$ cat src/rtl/pc16_seq.sv
// ---------------------------------------------------------------------------
// pc16_seq -- 16-bit program counter for the Hack-style CPU datapath.
//
// Takes the jump/call target produced by the gate/ALU stage and produces the
// registered instruction address. Supports hold, increment, load and
// synchronous reset, plus an optional call/return address stack.
//
// Optional feature macro: PC_RET_STACK_EN
//   defined   : LIFO return stack of DEPTH entries; call pushes out+1 and
//               jumps, ret pops into out; stk_empty/stk_full/err are live.
//   undefined : no stack storage; call acts exactly as load, ret is ignored,
//               stk_empty=1, stk_full=0, err=0 constantly.
//   The port list is identical in both builds.
//
// Parameters
//   WIDTH     address width; bit 0 is the MSB, bit WIDTH-1 is the LSB
//   DEPTH     return-stack entries (power of 2, 2..16)
//   RESET_VAL value of out after reset
//
// Ports
//   clock      in   1      single clock, all state changes on posedge
//   reset      in   1      synchronous active-high reset, overrides all
//   in         in   WIDTH  jump/call target
//   load       in   1      out <= in
//   inc        in   1      out <= out + 1 (wraps, no flag)
//   call       in   1      push out+1, out <= in
//   ret        in   1      out <= popped stack top
//   out        out  WIDTH  current address (registered)
//   stk_empty  out  1      stack holds 0 entries (registered)
//   stk_full   out  1      stack holds DEPTH entries (registered)
//   err        out  1      sticky overflow/underflow flag, cleared by reset
//
// Per-edge priority: reset > ret > call > load > inc > hold.
// ---------------------------------------------------------------------------
module pc16_seq #(
    parameter int                WIDTH     = 16,
    parameter int                DEPTH     = 4,
    parameter logic [0:WIDTH-1]  RESET_VAL = '0
) (
    input  logic             clock,
    input  logic             reset,
    input  logic [0:WIDTH-1] in,
    input  logic             load,
    input  logic             inc,
    input  logic             call,
    input  logic             ret,
    output logic [0:WIDTH-1] out,
    output logic             stk_empty,
    output logic             stk_full,
    output logic             err
);

    logic [0:WIDTH-1] out_reg;
    logic [0:WIDTH-1] out_next;
    logic [0:WIDTH-1] out_inc;

    // Shared by inc and by the call return address; wraps modulo 2^WIDTH.
    assign out_inc = out_reg + WIDTH'(1);
    assign out     = out_reg;

`ifdef PC_RET_STACK_EN

    localparam int AW  = (DEPTH > 1) ? $clog2(DEPTH) : 1;
    // One extra bit so sp can represent DEPTH (full) without wrapping.
    localparam int SPW = AW + 1;

    // Small register-based stack: ret must place the top entry on out at the
    // very next edge, so the read is taken combinationally from the array and
    // captured by out_reg.
    logic [0:WIDTH-1] stack_mem [0:DEPTH-1];

    logic [SPW-1:0] sp_reg;
    logic [SPW-1:0] sp_next;
    logic           empty_reg;
    logic           full_reg;
    logic           err_reg;
    logic           err_next;
    logic           push_en;
    logic [AW-1:0]  push_idx;
    logic [AW-1:0]  top_idx;

    assign push_idx = AW'(sp_reg);
    assign top_idx  = AW'(sp_reg - SPW'(1));

    always_comb begin
        out_next = out_reg;
        sp_next  = sp_reg;
        err_next = err_reg;
        push_en  = 1'b0;
        if (reset) begin
            out_next = RESET_VAL;
            sp_next  = '0;
            err_next = 1'b0;
        end else if (ret) begin
            if (!empty_reg) begin
                out_next = stack_mem[top_idx];
                sp_next  = sp_reg - SPW'(1);
            end else begin
                // Underflow: out holds, sp stays at 0.
                err_next = 1'b1;
            end
        end else if (call) begin
            out_next = in;
            if (!full_reg) begin
                push_en = 1'b1;
                sp_next = sp_reg + SPW'(1);
            end else begin
                // Overflow: the jump still happens, the stack is untouched.
                err_next = 1'b1;
            end
        end else if (load) begin
            out_next = in;
        end else if (inc) begin
            out_next = out_inc;
        end
    end

    always_ff @(posedge clock) begin
        out_reg   <= out_next;
        sp_reg    <= sp_next;
        err_reg   <= err_next;
        // Flags derived from the next pointer so they change in step with sp.
        empty_reg <= (sp_next == '0);
        full_reg  <= (sp_next == SPW'(DEPTH));
    end

    // Storage is never reset; only entries below sp are ever read.
    always_ff @(posedge clock) begin
        if (push_en) begin
            stack_mem[push_idx] <= out_inc;
        end
    end

    assign stk_empty = empty_reg;
    assign stk_full  = full_reg;
    assign err       = err_reg;

`else

    // ret has no effect in this build; the name keeps it out of unused lint.
    logic unused_ret;
    assign unused_ret = ret;

    always_comb begin
        out_next = out_reg;
        if (reset) begin
            out_next = RESET_VAL;
        end else if (call || load) begin
            out_next = in;
        end else if (inc) begin
            out_next = out_inc;
        end
    end

    always_ff @(posedge clock) begin
        out_reg <= out_next;
    end

    assign stk_empty = 1'b1;
    assign stk_full  = 1'b0;
    assign err       = 1'b0;

`endif

endmodule

$ cat config.mk
export PLATFORM = sky130hd
export DESIGN_NAME = pc16_seq
export DESIGN_NICKNAME = d
export VERILOG_FILES = /design/src/rtl/pc16_seq.sv
export SDC_FILE = /design/constraint.sdc
export NUM_CORES = 1
export LEC_CHECK = 0
export CAP_MARGIN = 0
export CORE_UTILIZATION = 44
export DETAILED_ROUTE_END_ITERATION = 7
export GPL_ROUTABILITY_DRIVEN = 1
export GPL_TIMING_DRIVEN = 1
export PLACE_DENSITY = 0.84
export SYNTH_ARGS = -nofsm -noshare
export SYNTH_HDL_FRONTEND = slang
export SYNTH_SLANG_ARGS = --single-unit
$ cat constraint.sdc
create_clock -name clock -period 3.9 [get_ports clock]
set_input_delay 0.78 -clock clock [delete_from_list [all_inputs] [get_ports clock]]
set_output_delay 0.78 -clock clock [all_outputs]
set_load 0.01 [all_outputs]
* Word level (Yosys, flattened, before mapping) *
Cells that the tools add are included.

storage, ports and cells
  bits in registers = 16
  input port bits = 22
  output and inout port bits = 19
  logic and storage cells = 6

cells by class
  add/subtract/negate cells = 1
  multiplexer cells = 2
  reduce and logical (&&, ||, !) cells = 2

operators by type and width
  operator                                                          count
  16-bit 2-to-1 mux                                                 2
  16-bit by 1-bit adder with 16-bit output (second input constant)  1
  2-bit nonzero test                                                1
  1-bit logical OR                                                  1

* Longest topological paths before layout *
Gate-level depths: netlist of run 1.

  depth in word-level cells = 3
  gate-level depth with buffers = 5
  gate-level depth less buffers = 5

* Worst setup path before layout of run 1 *
No wires, ideal clock.

  path kind = input -> register
  start = input port inc
  end = register out_reg (netlist bit out[0])
  setup time = 0.091 ns
  arrival time = 1.890 ns
  data required time = 3.809 ns
  setup slack = 1.919 ns
  stages on the path = 5
  path buffers = 1
  path through = buf_6 -> nand3_4 -> or3_1 -> or3_1 -> a311oi_1

between the ends
  longest elaborated chain between the ends = 1

RTL lines
  item                          RTL line  text
  start, declared               44        input logic inc,
  2-bit nonzero test (no line)  -
  end signal, assigned          156       out_reg <= out_next;
  end, declared                 53        logic [0:WIDTH-1] out_reg;

No other way between the ends.
A chain may end at the register's enable or synchronous reset.

* Worst setup path after layout of run 1 *
Same ends and word-level chain as after synthesis.

==> results.yml, run 1 <==
run_status:
  status: "completed"
yosys:
  yosysSeqAreaShare_pct: 35.0
  synthArstFlopShare_pct: 0
  synth_edf_count: 0
  yosysTopAreaCell: "dfxtp_1"
  synthCells: 111
  netlist_top_cells_area: "dfxtp_1 35%, a211oi_1 9.0%, nor2_1 7.8%"
  ys_warn_count: 0
  ys.flop_type: "dfxtp_1"
  yosysTopAreaCellShare_pct: 35.0
  synthesis.area_sq_um: 915
  ys_seq_elements: 16
  synth_cell_types: 28
  avgSynthCellArea_sq_um: 8.24
floorplan:
  fp.dieW_um: 47.6
  die_h_um: 47.6
  die-area_sq_um: 2260
  core_sq_um: 1960
  io_pins: 41
  start_util_pct: 46.6
  rows: 16
sta:
  skew_ns: 0.00537
  setup_violations: 0
  holdWs_ns: 0.533
  min_period_ns: 2.36
  rsz0062_at_grt: "no"
  tightestPinTransition_ns: 0.617
  clock.fmax_ghz: 0.423
  finalHoldViolCount: 0
  relSlewSlack_pct: 58.8
  drv_slew: 0
  post-route-period-util_pct: 60.6
  finalSetupTns_ns: 0
cts:
  clkTransAtPathRegs_ns: 0.10
  clock-root-buffer: "clkbuf_4"
  clock_latency_ns: 0.30
  cts_buffers: 3
  h-tree-depth: 1
  postCtsHoldBufs: 0
  cts_tree: "yes"
  cts_max_path_buffers: 2
  cts_resized: 0
  cts_sinks: 16
  postCtsSetupBuffers: 0
finish:
  fin_util_pct: 65.9
  fin_cells: 170
  layout.nets: 167
  layout_common_cells: "36 x clkdlybuf4s50_1, 18 x nor2_1, 16 x dfxtp_1"
  layout-drive-gt1-share_pct: 6.99
  seq_area_sq_um: 320
  largest_reg_flops: 16
  area_delta_synth_final_pct: 41.5
  fillers: 180
  n_antenna_cell: 0
  multi_input_area_sq_um: 528
  layout_commonest_cell: "clkdlybuf4s50_1"
placement:
  placedCellCount: 166
  port_buffers: 36
  gp_congestion: 0.795
  dp_hpwl_um: 1560
critical_path:
  arrival_ns: 2.57
  reg2reg_slack_ns: 2.04
  worstSetupEndpointType: "register"
  ff2ff_path_depth: 4
  r2r_start: "out[13]"
  critPathLaunchType: "input pin"
  worstSetupPathType: "input pin to register"
  r2r-end: "out[0]"
  worst-path-max-fanout: 7
  cp_data_required_time_ns: 4.11
route:
  wl_met3_um: 137
  highest_layer: "met4"
  wire_per_inst_um: 12.8
  routed_wl_um: 2180
  wl_met2_um: 1030
  dr.pass1.iters: 4
  drtIter0Drc: 9
  vias: 917
  vias_per_cell: 5.39
  final_antenna_net_count: 0
  drc: 0
  met1Wirelength_um: 982
power_and_ir_drop:
  leakagePower_nw: 0.432
  power_density_nw_per_um2: 306
  max-vdd-ir-drop_mv: 0.208
  power_mw: 0.396
global_routing:
  grt-ovfl-total: 0
  grt_max_degree: 31
  antenna_found_initial: 0
  grtUsageTotal_pct: 20.1
  grt_pass1_wl_um: 3250
  grt_pass1_vias: 800
job:
  drv_cap: 0
min_path:
  hold_path_class: "register to register"
  worstHoldPathCells: 2
  hold_start: "out[0]"
  min_to: "out[0]"
-- routing by layer --
layer / track usage [%] / up-vias
met5: 0 / -
met4: 6.67 / 0
met3: 3.40 / 4
met2: 34.0 / 29
met1: 26.1 / 424
li1: - / 460
-- worst max path at each step --
stage | start | end | slack, ns | cells past startpoint
2_1_floorplan | inc | out[0] | 1.92 | 5
3_3_place_gp | inc | out[0] | 1.25 | 5
3_5_place_dp | inc | out[0] | 1.22 | 5
4_1_cts | inc | out[0] | 1.53 | 5
5_1_grt | inc | out[0] | 1.45 | 5
6_report | inc | out[0] | 1.54 | 5
-- per-stage QoR --
step	area, sq um	worst slack [ns]
floorplan	918	1.92
global placement	1260	1.25
detailed placement	1260	1.22
CTS	1290	1.53
global route	1290	1.45
finish	1290	1.54
-- critical path: stages --
cell             delay, ns
clkdlybuf4s50_1       0.67
nand3_4               0.15
or3_1                 0.40
or3_1                 0.31
a311oi_1              0.26
-- synthesized netlist by cell type, drive strengths merged, types with 4 or more instances --
cell / count
nor2: 19
nor4: 7
nand4: 5
dfxtp: 16
clkbuf: 4
nand3: 7
a211oi: 11
buf: 6
xnor2: 7
nor3: 4
-- final cells by class --
type                            count  share of cell area, %
Clock buffer                        4                   2.80
Inverter                            2                  0.580
Multi-Input combinational cell     84                   40.8
Sequential cell                    16                   24.8
Tap cell                           27                   2.61
Timing Repair Buffer               37                   28.4
-- power by group --
group	internal, mW	switching (mW)
sequential	0.176	0.0168
combinational	0.0527	0.0352
clock	0.0569	0.0585
total	0.285	0.110
-- kinds of logic after synthesis --
group                    synth area share (%)
buffers and inverters                    7.93
flip-flops                               35.0
AO/OA/AOI/OAI                            12.0
AND/OR/NAND/NOR                          32.1
adder cells (fa/ha/maj)                  1.37
multiplexers                             1.09
XOR/XNOR                                 9.58
other                                   0.821
Note: power is estimated with default switching activity, not from simulation.
==> inputs of run 2 (changes only) <==
--- a/config.mk
+++ b/config.mk
@@ -6,11 +6,11 @@
 export NUM_CORES = 1
 export LEC_CHECK = 0
 export CAP_MARGIN = 0
-export CORE_UTILIZATION = 44
+export CORE_UTILIZATION = 37
 export DETAILED_ROUTE_END_ITERATION = 7
 export GPL_ROUTABILITY_DRIVEN = 1
 export GPL_TIMING_DRIVEN = 1
-export PLACE_DENSITY = 0.84
+export PLACE_DENSITY = 0.75
 export SYNTH_ARGS = -nofsm -noshare
 export SYNTH_HDL_FRONTEND = slang
 export SYNTH_SLANG_ARGS = --single-unit
==> constraint.sdc (replaced) <==
create_clock -name clock -period 1.91 [get_ports clock]
set_input_delay 0.382 -clock clock [delete_from_list [all_inputs] [get_ports clock]]
set_output_delay 0.382 -clock clock [all_outputs]
set_load 0.01 [all_outputs]
==> run 2 against run 1 <==
Cell area is 4.2% higher. Sequential share of layout area is 0.99 points lower. Register-to-register slack worse by 1.8 ns. Final cell count is 4.7% higher. Setup slack worse by 1.4 ns. First-iteration DRC count is 78% higher. Clock-buffer cell count stayed put. Global-route usage is 1.3 points lower. Largest power group unchanged.
==> results.yml, run 2 (synthesis results as in run 1) <==
route:
  drc: 0
  wire_per_inst_um: 13.1
  vias_per_cell: 5.26
  drtIter0Drc: 16
  vias: 937
  dr.pass1.iters: 4
  routed_wl_um: 2330
  final_antenna_net_count: 0
cts:
  cts_buffers: 3
  clock-root-buffer: "clkbuf_4"
  postCtsSetupBuffers: 0
  cts_sinks: 16
  clkTransAtPathRegs_ns: 0.10
  clock_latency_ns: 0.29
  cts_max_path_buffers: 2
  cts_tree: "yes"
  postCtsHoldBufs: 0
  h-tree-depth: 1
  cts_resized: 0
finish:
  n_antenna_cell: 0
  seq_area_sq_um: 320
  area_delta_synth_final_pct: 47.3
  multi_input_area_sq_um: 528
  layout.nets: 174
  layout_common_cells: "36 x clkdlybuf4s50_1, 18 x nor2_1, 16 x dfxtp_1"
  layout_commonest_cell: "clkdlybuf4s50_1"
  largest_reg_flops: 16
  fin_cells: 178
  fillers: 220
  layout-drive-gt1-share_pct: 11.3
floorplan:
  io_pins: 41
  start_util_pct: 40.2
  die-area_sq_um: 2670
  fp.dieW_um: 51.7
  die_h_um: 51.7
  rows: 17
  core_sq_um: 2280
power_and_ir_drop:
  power_density_nw_per_um2: 599
  leakagePower_nw: 0.464
  max-vdd-ir-drop_mv: 0.357
min_path:
  hold_path_class: "register to register"
global_routing:
  grt-ovfl-total: 0
  grt_pass1_wl_um: 3750
  grtUsageTotal_pct: 18.9
  grt_max_degree: 19
  grt_pass1_vias: 855
  antenna_found_initial: 0
critical_path:
  arrival_ns: 1.96
  reg2reg_slack_ns: 0.22
  critPathLaunchType: "input pin"
  critPathMaxStageDelay_ns: 0.53
  crit_family: "buffers and inverters"
  worstSetupEndpointType: "register"
  worst-path-max-fanout: 6
  slowest_stage: "clkdlybuf4s50_1"
  path_cells: "clkdlybuf4s50_1 -> buf_4 -> nand2_1 -> buf_4 -> nor3_1 -> xnor2_1 -> a211oi_1"
  path_buf_inv: 3
  worstSetupPathType: "input pin to register"
  crit_top_cell: "buf_4"
  cp_data_required_time_ns: 2.10
sta:
  clock.fmax_ghz: 0.567
  finalHoldViolCount: 0
  skew_ns: 0.00806
  drv_slew: 0
  min_period_ns: 1.76
  post-route-period-util_pct: 92.4
  rsz0062_at_grt: "no"
  setup_violations: 0
  layout_setup_ws_ns: 0.145
job:
  drv_cap: 0
placement:
  placedCellCount: 174
  gp_congestion: 0.805
  port_buffers: 36
  dp_hpwl_um: 1780
  pre_cts_ws_ns: -0.155
run_status:
  status: "completed"
-- run 2: changes by cell type in the layout (fill, tap and decap cells not counted) --
cell | before | now
buf_4 | 1 | 8
-- run 2: worst paths after layout --
kind | startpoint | end | cells past startpoint
min | out[0] | out[0] | 2
max | inc | out[7] | 7
min reg2reg | out[0] | out[0] | 2
max reg2reg | out[15] | out[7] | 6
-- run 2: tightest hold or removal path, stage by stage (launching register included) --
cell and delay [ns]:
dfxtp_1 0.33, o21ai_0 0.07, a311oi_1 0.08
-- run 2: power by group --
part / total, mW / internal (mW) / switching [mW]
Combinational: 0.187 / 0.114 / 0.0735
Sequential: 0.392 / 0.359 / 0.0338
Clock: 0.227 / 0.116 / 0.111
-- run 2: per-layer routing --
layer | up-vias | track usage, % | share of wire [%]
met4 | 0 | 7.21 | 0.95
met5 | - | 0 | 0
met1 | 420 | 22.3 | 42
met2 | 40 | 34.0 | 51
li1 | 473 | - | -
met3 | 4 | 2.63 | 6.4
-- run 2: stage by stage --
stage          hold slack, ns  total power, mW  area [sq um]  utilization (%)  setup TNS [ns]
4_1_cts                 0.518            0.815          1350             59.2               0
5_1_grt                 0.565            0.846          1350             59.2               0
6_report                0.522            0.807          1350             59.2               0
3_5_place_dp            0.505            0.588          1310             57.6          -0.752
3_3_place_gp            0.504            0.582          1310             57.6          -0.300
2_1_floorplan           0.523            0.481           918                -               0
-- run 2: cell type report --
type / count / area share (%)
clock buffer: 4 / 2.69
inverter: 2 / 0.557
multi-input combinational: 84 / 39.2
sequential: 16 / 23.8
tap: 28 / 2.60
timing repair buffer: 44 / 31.2
==> inputs of run 3 (changes only) <==
--- a/config.mk
+++ b/config.mk
@@ -7,6 +7,7 @@
 export LEC_CHECK = 0
 export CAP_MARGIN = 0
 export CORE_UTILIZATION = 37
+export CTS_CLUSTER_DIAMETER = 150
 export DETAILED_ROUTE_END_ITERATION = 7
 export GPL_ROUTABILITY_DRIVEN = 1
 export GPL_TIMING_DRIVEN = 1
==> results of run 3 <==
No change in the layout: final DEF, timing and power equal those of run 2.
